File: src/rtl/booth_pkg.sv
// Shared definitions for the Booth-4 operand sequencer: default sizes and
// the sequencer FSM state encoding.
package booth_pkg;

  localparam int WIDTH_DEF   = 16;
  localparam int TIMEOUT_DEF = 64;
  localparam int CNT_W_DEF   = 7;

  typedef enum logic [2:0] {
    ST_IDLE   = 3'd0,
    ST_START  = 3'd1,
    ST_SEND_M = 3'd2,
    ST_SEND_Q = 3'd3,
    ST_WAIT   = 3'd4,
    ST_REARM  = 3'd5
  } seq_state_e;

endpackage

File: src/rtl/op_fifo2.sv
// Two-entry synchronous FIFO holding operand pairs ahead of the core.
// A push into a full FIFO is taken only when a pop happens on the same edge.
module op_fifo2 #(
  parameter int DW = 32
) (
  input  logic          clk,
  input  logic          rst_n,
  input  logic          push,
  input  logic          pop,
  input  logic [DW-1:0] wr_data,
  output logic [DW-1:0] rd_data,
  output logic          full,
  output logic          empty
);

  logic [DW-1:0] mem_r [0:1];
  logic          wr_ptr_r;
  logic          rd_ptr_r;
  logic [1:0]    cnt_r;
  logic          do_push_s;
  logic          do_pop_s;

  assign full      = (cnt_r == 2'd2);
  assign empty     = (cnt_r == 2'd0);
  assign do_push_s = push && (!full || pop);
  assign do_pop_s  = pop && !empty;
  assign rd_data   = mem_r[rd_ptr_r];

  // Pointer and occupancy bookkeeping.
  always_ff @(posedge clk or negedge rst_n) begin
    if (!rst_n) begin
      wr_ptr_r <= 1'b0;
      rd_ptr_r <= 1'b0;
      cnt_r    <= 2'd0;
    end else begin
      if (do_push_s) wr_ptr_r <= ~wr_ptr_r;
      if (do_pop_s)  rd_ptr_r <= ~rd_ptr_r;
      case ({do_push_s, do_pop_s})
        2'b10:   cnt_r <= cnt_r + 2'd1;
        2'b01:   cnt_r <= cnt_r - 2'd1;
        default: cnt_r <= cnt_r;
      endcase
    end
  end

  // Storage write on accepted push.
  always_ff @(posedge clk or negedge rst_n) begin
    if (!rst_n) begin
      mem_r[0] <= {DW{1'b0}};
      mem_r[1] <= {DW{1'b0}};
    end else if (do_push_s) begin
      mem_r[wr_ptr_r] <= wr_data;
    end
  end

endmodule

File: src/rtl/booth4_operand_sequencer.sv
// Feeds operand pairs to the radix-4 Booth core over its shared data bus,
// waits for done under a watchdog, collects the product and re-arms the core.
module booth4_operand_sequencer
  import booth_pkg::*;
#(
  parameter int WIDTH   = WIDTH_DEF,
  parameter int TIMEOUT = TIMEOUT_DEF,
  parameter int CNT_W   = CNT_W_DEF
) (
  input  logic               clk,
  input  logic               rst_n,
  input  logic               op_valid,
  output logic               op_ready,
  input  logic [WIDTH-1:0]   op_mcand,
  input  logic [WIDTH-1:0]   op_mplier,
  output logic               core_start,
  output logic [WIDTH-1:0]   core_data,
  input  logic               core_done,
  input  logic [2*WIDTH-1:0] core_prod,
  output logic               core_rearm,
  output logic               res_valid,
  input  logic               res_ready,
  output logic [2*WIDTH-1:0] res_prod,
  output logic               err_timeout
);

  localparam int PW = 2 * WIDTH;
  localparam logic [CNT_W-1:0] WD_LAST = CNT_W'(TIMEOUT - 1);

  seq_state_e        state_r;
  seq_state_e        next_s;
  logic              pop_s;
  logic              push_s;
  logic              fifo_full_s;
  logic              fifo_empty_s;
  logic              wd_hit_s;
  logic [PW-1:0]     fifo_rd_s;
  logic [PW-1:0]     job_r;
  logic [CNT_W-1:0]  wd_r;
  logic              core_start_r;
  logic              core_rearm_r;
  logic [WIDTH-1:0]  core_data_r;
  logic              res_valid_r;
  logic [PW-1:0]     res_prod_r;
  logic              err_timeout_r;

  assign op_ready    = !fifo_full_s;
  assign push_s      = op_valid && !fifo_full_s;
  assign core_start  = core_start_r;
  assign core_rearm  = core_rearm_r;
  assign core_data   = core_data_r;
  assign res_valid   = res_valid_r;
  assign res_prod    = res_prod_r;
  assign err_timeout = err_timeout_r;
  assign wd_hit_s    = (wd_r == WD_LAST);

  op_fifo2 #(.DW(PW)) u_fifo (
    .clk     (clk),
    .rst_n   (rst_n),
    .push    (push_s),
    .pop     (pop_s),
    .wr_data ({op_mcand, op_mplier}),
    .rd_data (fifo_rd_s),
    .full    (fifo_full_s),
    .empty   (fifo_empty_s)
  );

  // Next-state logic; a job is popped on the IDLE->START transition.
  always_comb begin
    next_s = state_r;
    pop_s  = 1'b0;
    case (state_r)
      ST_IDLE: begin
        if (!fifo_empty_s && !res_valid_r) begin
          next_s = ST_START;
          pop_s  = 1'b1;
        end else begin
          next_s = ST_IDLE;
        end
      end
      ST_START:  next_s = ST_SEND_M;
      ST_SEND_M: next_s = ST_SEND_Q;
      ST_SEND_Q: next_s = ST_WAIT;
      ST_WAIT: begin
        if (core_done || wd_hit_s) begin
          next_s = ST_REARM;
        end else begin
          next_s = ST_WAIT;
        end
      end
      ST_REARM:  next_s = ST_IDLE;
      default:   next_s = ST_IDLE;
    endcase
  end

  // State register.
  always_ff @(posedge clk or negedge rst_n) begin
    if (!rst_n) state_r <= ST_IDLE;
    else        state_r <= next_s;
  end

  // Core-side bus outputs, registered from the upcoming state so they line up with it.
  always_ff @(posedge clk or negedge rst_n) begin
    if (!rst_n) begin
      core_start_r <= 1'b0;
      core_rearm_r <= 1'b0;
      core_data_r  <= {WIDTH{1'b0}};
      job_r        <= {PW{1'b0}};
    end else begin
      core_start_r <= (next_s == ST_START);
      core_rearm_r <= (next_s == ST_REARM);
      if (pop_s) job_r <= fifo_rd_s;
      case (next_s)
        ST_START:  core_data_r <= fifo_rd_s[PW-1:WIDTH];
        ST_SEND_M: core_data_r <= job_r[PW-1:WIDTH];
        ST_SEND_Q: core_data_r <= job_r[WIDTH-1:0];
        default:   core_data_r <= core_data_r;
      endcase
    end
  end

  // Watchdog: cleared as Q is sent, counts every cycle spent waiting for done.
  always_ff @(posedge clk or negedge rst_n) begin
    if (!rst_n) begin
      wd_r <= {CNT_W{1'b0}};
    end else if (state_r == ST_SEND_Q) begin
      wd_r <= {CNT_W{1'b0}};
    end else if (state_r == ST_WAIT) begin
      wd_r <= wd_r + {{(CNT_W-1){1'b0}}, 1'b1};
    end
  end

  // Result capture and handshake; done wins over a same-cycle watchdog expiry.
  always_ff @(posedge clk or negedge rst_n) begin
    if (!rst_n) begin
      res_valid_r   <= 1'b0;
      res_prod_r    <= {PW{1'b0}};
      err_timeout_r <= 1'b0;
    end else begin
      if (state_r == ST_WAIT && core_done) begin
        res_valid_r <= 1'b1;
        res_prod_r  <= core_prod;
      end else if (res_valid_r && res_ready) begin
        res_valid_r <= 1'b0;
      end
      if (state_r == ST_WAIT && !core_done && wd_hit_s) begin
        err_timeout_r <= 1'b1;
      end
    end
  end

endmodule

File: config.mk
export PLATFORM = sky130hd
export DESIGN_NAME = booth4_operand_sequencer
export DESIGN_NICKNAME = d
export VERILOG_FILES = /design/src/rtl/booth_pkg.sv /design/src/rtl/op_fifo2.sv /design/src/rtl/booth4_operand_sequencer.sv
export SDC_FILE = /design/constraint.sdc
export NUM_CORES = 1
export LEC_CHECK = 0
export CAP_MARGIN = 20
export CORE_ASPECT_RATIO = 0.9
export CORE_MARGIN = 1
export CORE_UTILIZATION = 40
export CTS_BUF_LIST = sky130_fd_sc_hd__clkbuf_2
export DETAILED_ROUTE_END_ITERATION = 10
export HOLD_SLACK_MARGIN = 0.06
export PLACE_DENSITY = 0.66
export RECOVER_POWER = 50
export SETUP_SLACK_MARGIN = 0.05
export SYNTH_ARGS = -nofsm -noshare
export SYNTH_HDL_FRONTEND = slang
export SYNTH_SLANG_ARGS = --single-unit
File: constraint.sdc
create_clock -name clk -period 1.7 [get_ports clk]
set_input_delay 0.34 -clock clk [delete_from_list [all_inputs] [get_ports clk]]
set_output_delay 0.34 -clock clk [all_outputs]
set_load 0.02 [all_outputs]
==> flow_summary.toml <==
[synth]
synth_flop_cell = "dfrtp_1"
yosysTopAreaCell = "dfrtp_1"
ys_ff_latch = 162
yosys_warnings = 0
synth-seq-area-share_pct = 58.23
syn_inst = 520
async_flop_share_pct = 100.0
synth-edff-count = 0
synth.top_cells.by_area = "dfrtp_1, mux2_2, mux2_1"
synth_area_per_cell_um2 = 13.39
ys_types = 46
synth_top_cell_area_share_pct = 58.23
synth_nets = 591
synth_area_um2 = 6962

[sta]
setup_slack_ps = -90.02
final_hold_viol_count = 0
fin_crit_ps = 1790
post-route-period-util_pct = 105.3
maxSlewHeadroom_pct = 2.815
final-setup-viol-count = 12
fmax_ghz = 0.5587
tightest_slew_ps = 1458
rsz0062_at_grt = "yes"
holdWs_ps = 191.6
finalMaxSlewViolations = 0
clock_skew_ps = 39.96

[finish]
syn2layout_area_growth_pct = 37.11
layout_common_cells = "dfrtp_1, clkdlybuf4s50_1, buf_6"
ff_latch_area_um2 = 4063
multiInputGateArea_um2 = 2972
diodes = 0
drive_gt1_share_pct = 38.38
layoutNonFillerInstCount = 928
fin_nets = 752
final_util_pct = 56.32
final_common_cell = "dfrtp_1"
num-fill-cells = 1367

[clock_network]
clkSlewWorstSetupHoldPaths_ps = 210
clkSinkCount = 162
htreeDepth = 4
clockBufferDepth = 2
cts_root_buf = "clkbuf_2"
cts_buffers = 17
clk_latency_ps = 750
cts_tree = "yes"

[global_routing]
grt-ovfl-total = 0
grt_pass1_vias = 5119
grt_pass1_wl_mm = 25.98
grt_usage_pct = 18.74
grt_max_degree = 59
grt_antenna_before_repair = 0

[drt]
drc = 0
ant_nets = 0
viasPerCell = 5.173
wire_per_inst_um = 18.01
wl_mm = 16.71
vias = 4801
firstDrtPassIters = 4
drtIter0Drc = 207

[placement]
gp_congestion = 0.7391
dpl.hpwl_mm = 10.59
port_buffers = 121
dp_cells = 864

[critical_path]
crit_chain = "nand2b_4 -> buf_6"
slowest_stage = "dfrtp_1"
slowest_delay_ps = 440
path_delay_family = "flip-flops"
timing.rr.start = "u_fifo.cnt_r[1]$_DFFE_PN0P_"
r2r_end = "core_data[11]$_DFFE_PN0P_"
regToRegSetupSlack_ps = -60
critPathLaunchType = "register"
critPathRequiredTime_ps = 1360
reg2regPathDepth = 5
critPathMaxFanout = 2
cp_data_arrival_time_ps = 1450
crit_path_end_kind = "output port"
critical_path_class = "reg -> out"
cp_num_buf_inv = 1

[die]
ios = 122
die_h_um = 127.2
die_w_um = 141.1
start_util_pct = 41.08
die_area_um2 = 17940
coreArea_um2 = 16950
rows = 45

[worst_hold_path]
holdPathStages = 2
holdCritStartpoint = "core_prod[19]"
min_to = "res_prod[19]$_DFFE_PN0P_"
hold_class = "in -> reg"

[pwr]
total_power_mw = 20.09
p_clk_share_pct = 10.5
ir_drop_v = 0.0008409
p_comb_share_pct = 54.0
power_switching_mw = 7.414
p_int_mw = 12.68
seqPwrFrac_pct = 35.5
swShare_pct = 36.90
power.density_nw_per_um2 = 2105
leakage_nw = 4.336

[run_status]
violations = "setup timing"
status = "finished with violations"

[job]
maxCapViolations = 0
## worst reg2reg max path, stage by stage, from the launching register on
cell and delay [ps]:
dfrtp_1 470, buf_4 150, buf_6 110, o21ba_4 210, o31a_4 420, o221a_1 290
## worst max path at each step
stage / startpoint / endpoint / slack (ps) / cells after the start
2_1_floorplan: state_r[1]$_DFF_PN0_ / u_fifo.cnt_r[1]$_DFFE_PN0P_ / -40 / 9
3_3_place_gp: op_valid / u_fifo.mem_r[34]$_DFFE_PN0P_ / -80 / 4
3_5_place_dp: op_valid / u_fifo.mem_r[33]$_DFFE_PN0P_ / -90 / 4
4_1_cts: u_fifo.cnt_r[0]$_DFFE_PN0P_ / op_ready / -150 / 2
5_1_grt: u_fifo.cnt_r[0]$_DFFE_PN0P_ / op_ready / -210 / 2
6_report: u_fifo.cnt_r[0]$_DFFE_PN0P_ / op_ready / -90 / 2
## final cells by class
class	instances	area share [%]
clock buffer	19	0.9962
multi-input combinational	301	31.13
inverter	19	0.7471
tap	235	3.080
clock inverter	12	1.481
timing repair buffer	180	20.00
sequential	162	42.56
## metrics by stage
stage | setup TNS (ps) | area, um^2 | setup WS, ps
final | -346.0 | 9545 | -90.02
after CTS | -1336 | 9017 | -150.2
after global routing | -11440 | 9545 | -214.7
after floorplan | -38.75 | 7000 | -38.75
after global placement | -2351 | 8553 | -76.39
after detailed placement | -2649 | 8553 | -93.03
## kinds of logic after synthesis
group,synth area share [%]
buf+inv,4.367
mux,20.27
simple gates,5.572
fa+ha+maj,0.3594
compound gates,10.57
xor+xnor,0.6292
flops,58.23
## registers in the layout (all words and copies together), names as in the netlist, 2 cells and up
register      flops
state_r           3
wd_r              7
u_fifo.mem_r     64
core_data        16
res_prod         32
u_fifo.cnt_r      2
job_r            32
## power groups by stage
stage          sequential, mW  clock [mW]  combinational, mW
2_1_floorplan            7.39           0               5.32
4_1_cts                  7.09        2.18               9.16
6_report                 7.13        2.11               10.8
5_1_grt                  7.38        2.38               11.6
3_5_place_dp             7.07           0               8.70
3_3_place_gp             6.98           0               8.42
## repair_timing
action                                  in CTS  in global routing
resized for setup                          329                 85
gates cloned                                 0                  7
pin swaps                                    1                  7
buffers inserted                            13                 11
endpoints found under the setup margin     103                118
hold buffers                                 2                  0
endpoints found under the hold margin      163                  0
## per-layer routing
metal  global-route usage, %  part of all wire [%]  wire length, um
met5                       0                     0                0
met3                   4.648                   5.8              970
met4                   6.266                  0.95              158
met1                   23.97                    45             7498
met2                   31.16                    48             8083
## synthesized netlist by cell type, types with 2 or more instances
cell type and number:
a21oi_1 35, a221oi_1 2, and2_1 3, buf_2 18, buf_4 7, buf_6 5, clkbuf_1 9, dfrtp_1 162
ha_1 2, inv_1 19, mux2_1 31, mux2_2 65, mux2i_1 33, nand2_1 11, nand2b_1 19, nand3_1 18
nor2_1 4, o21a_1 16, o221a_1 9, o221a_2 7, o311ai_0 2, o32ai_1 16, xnor2_1 3, xor2_1 2
(Power assumes the default switching activity.)
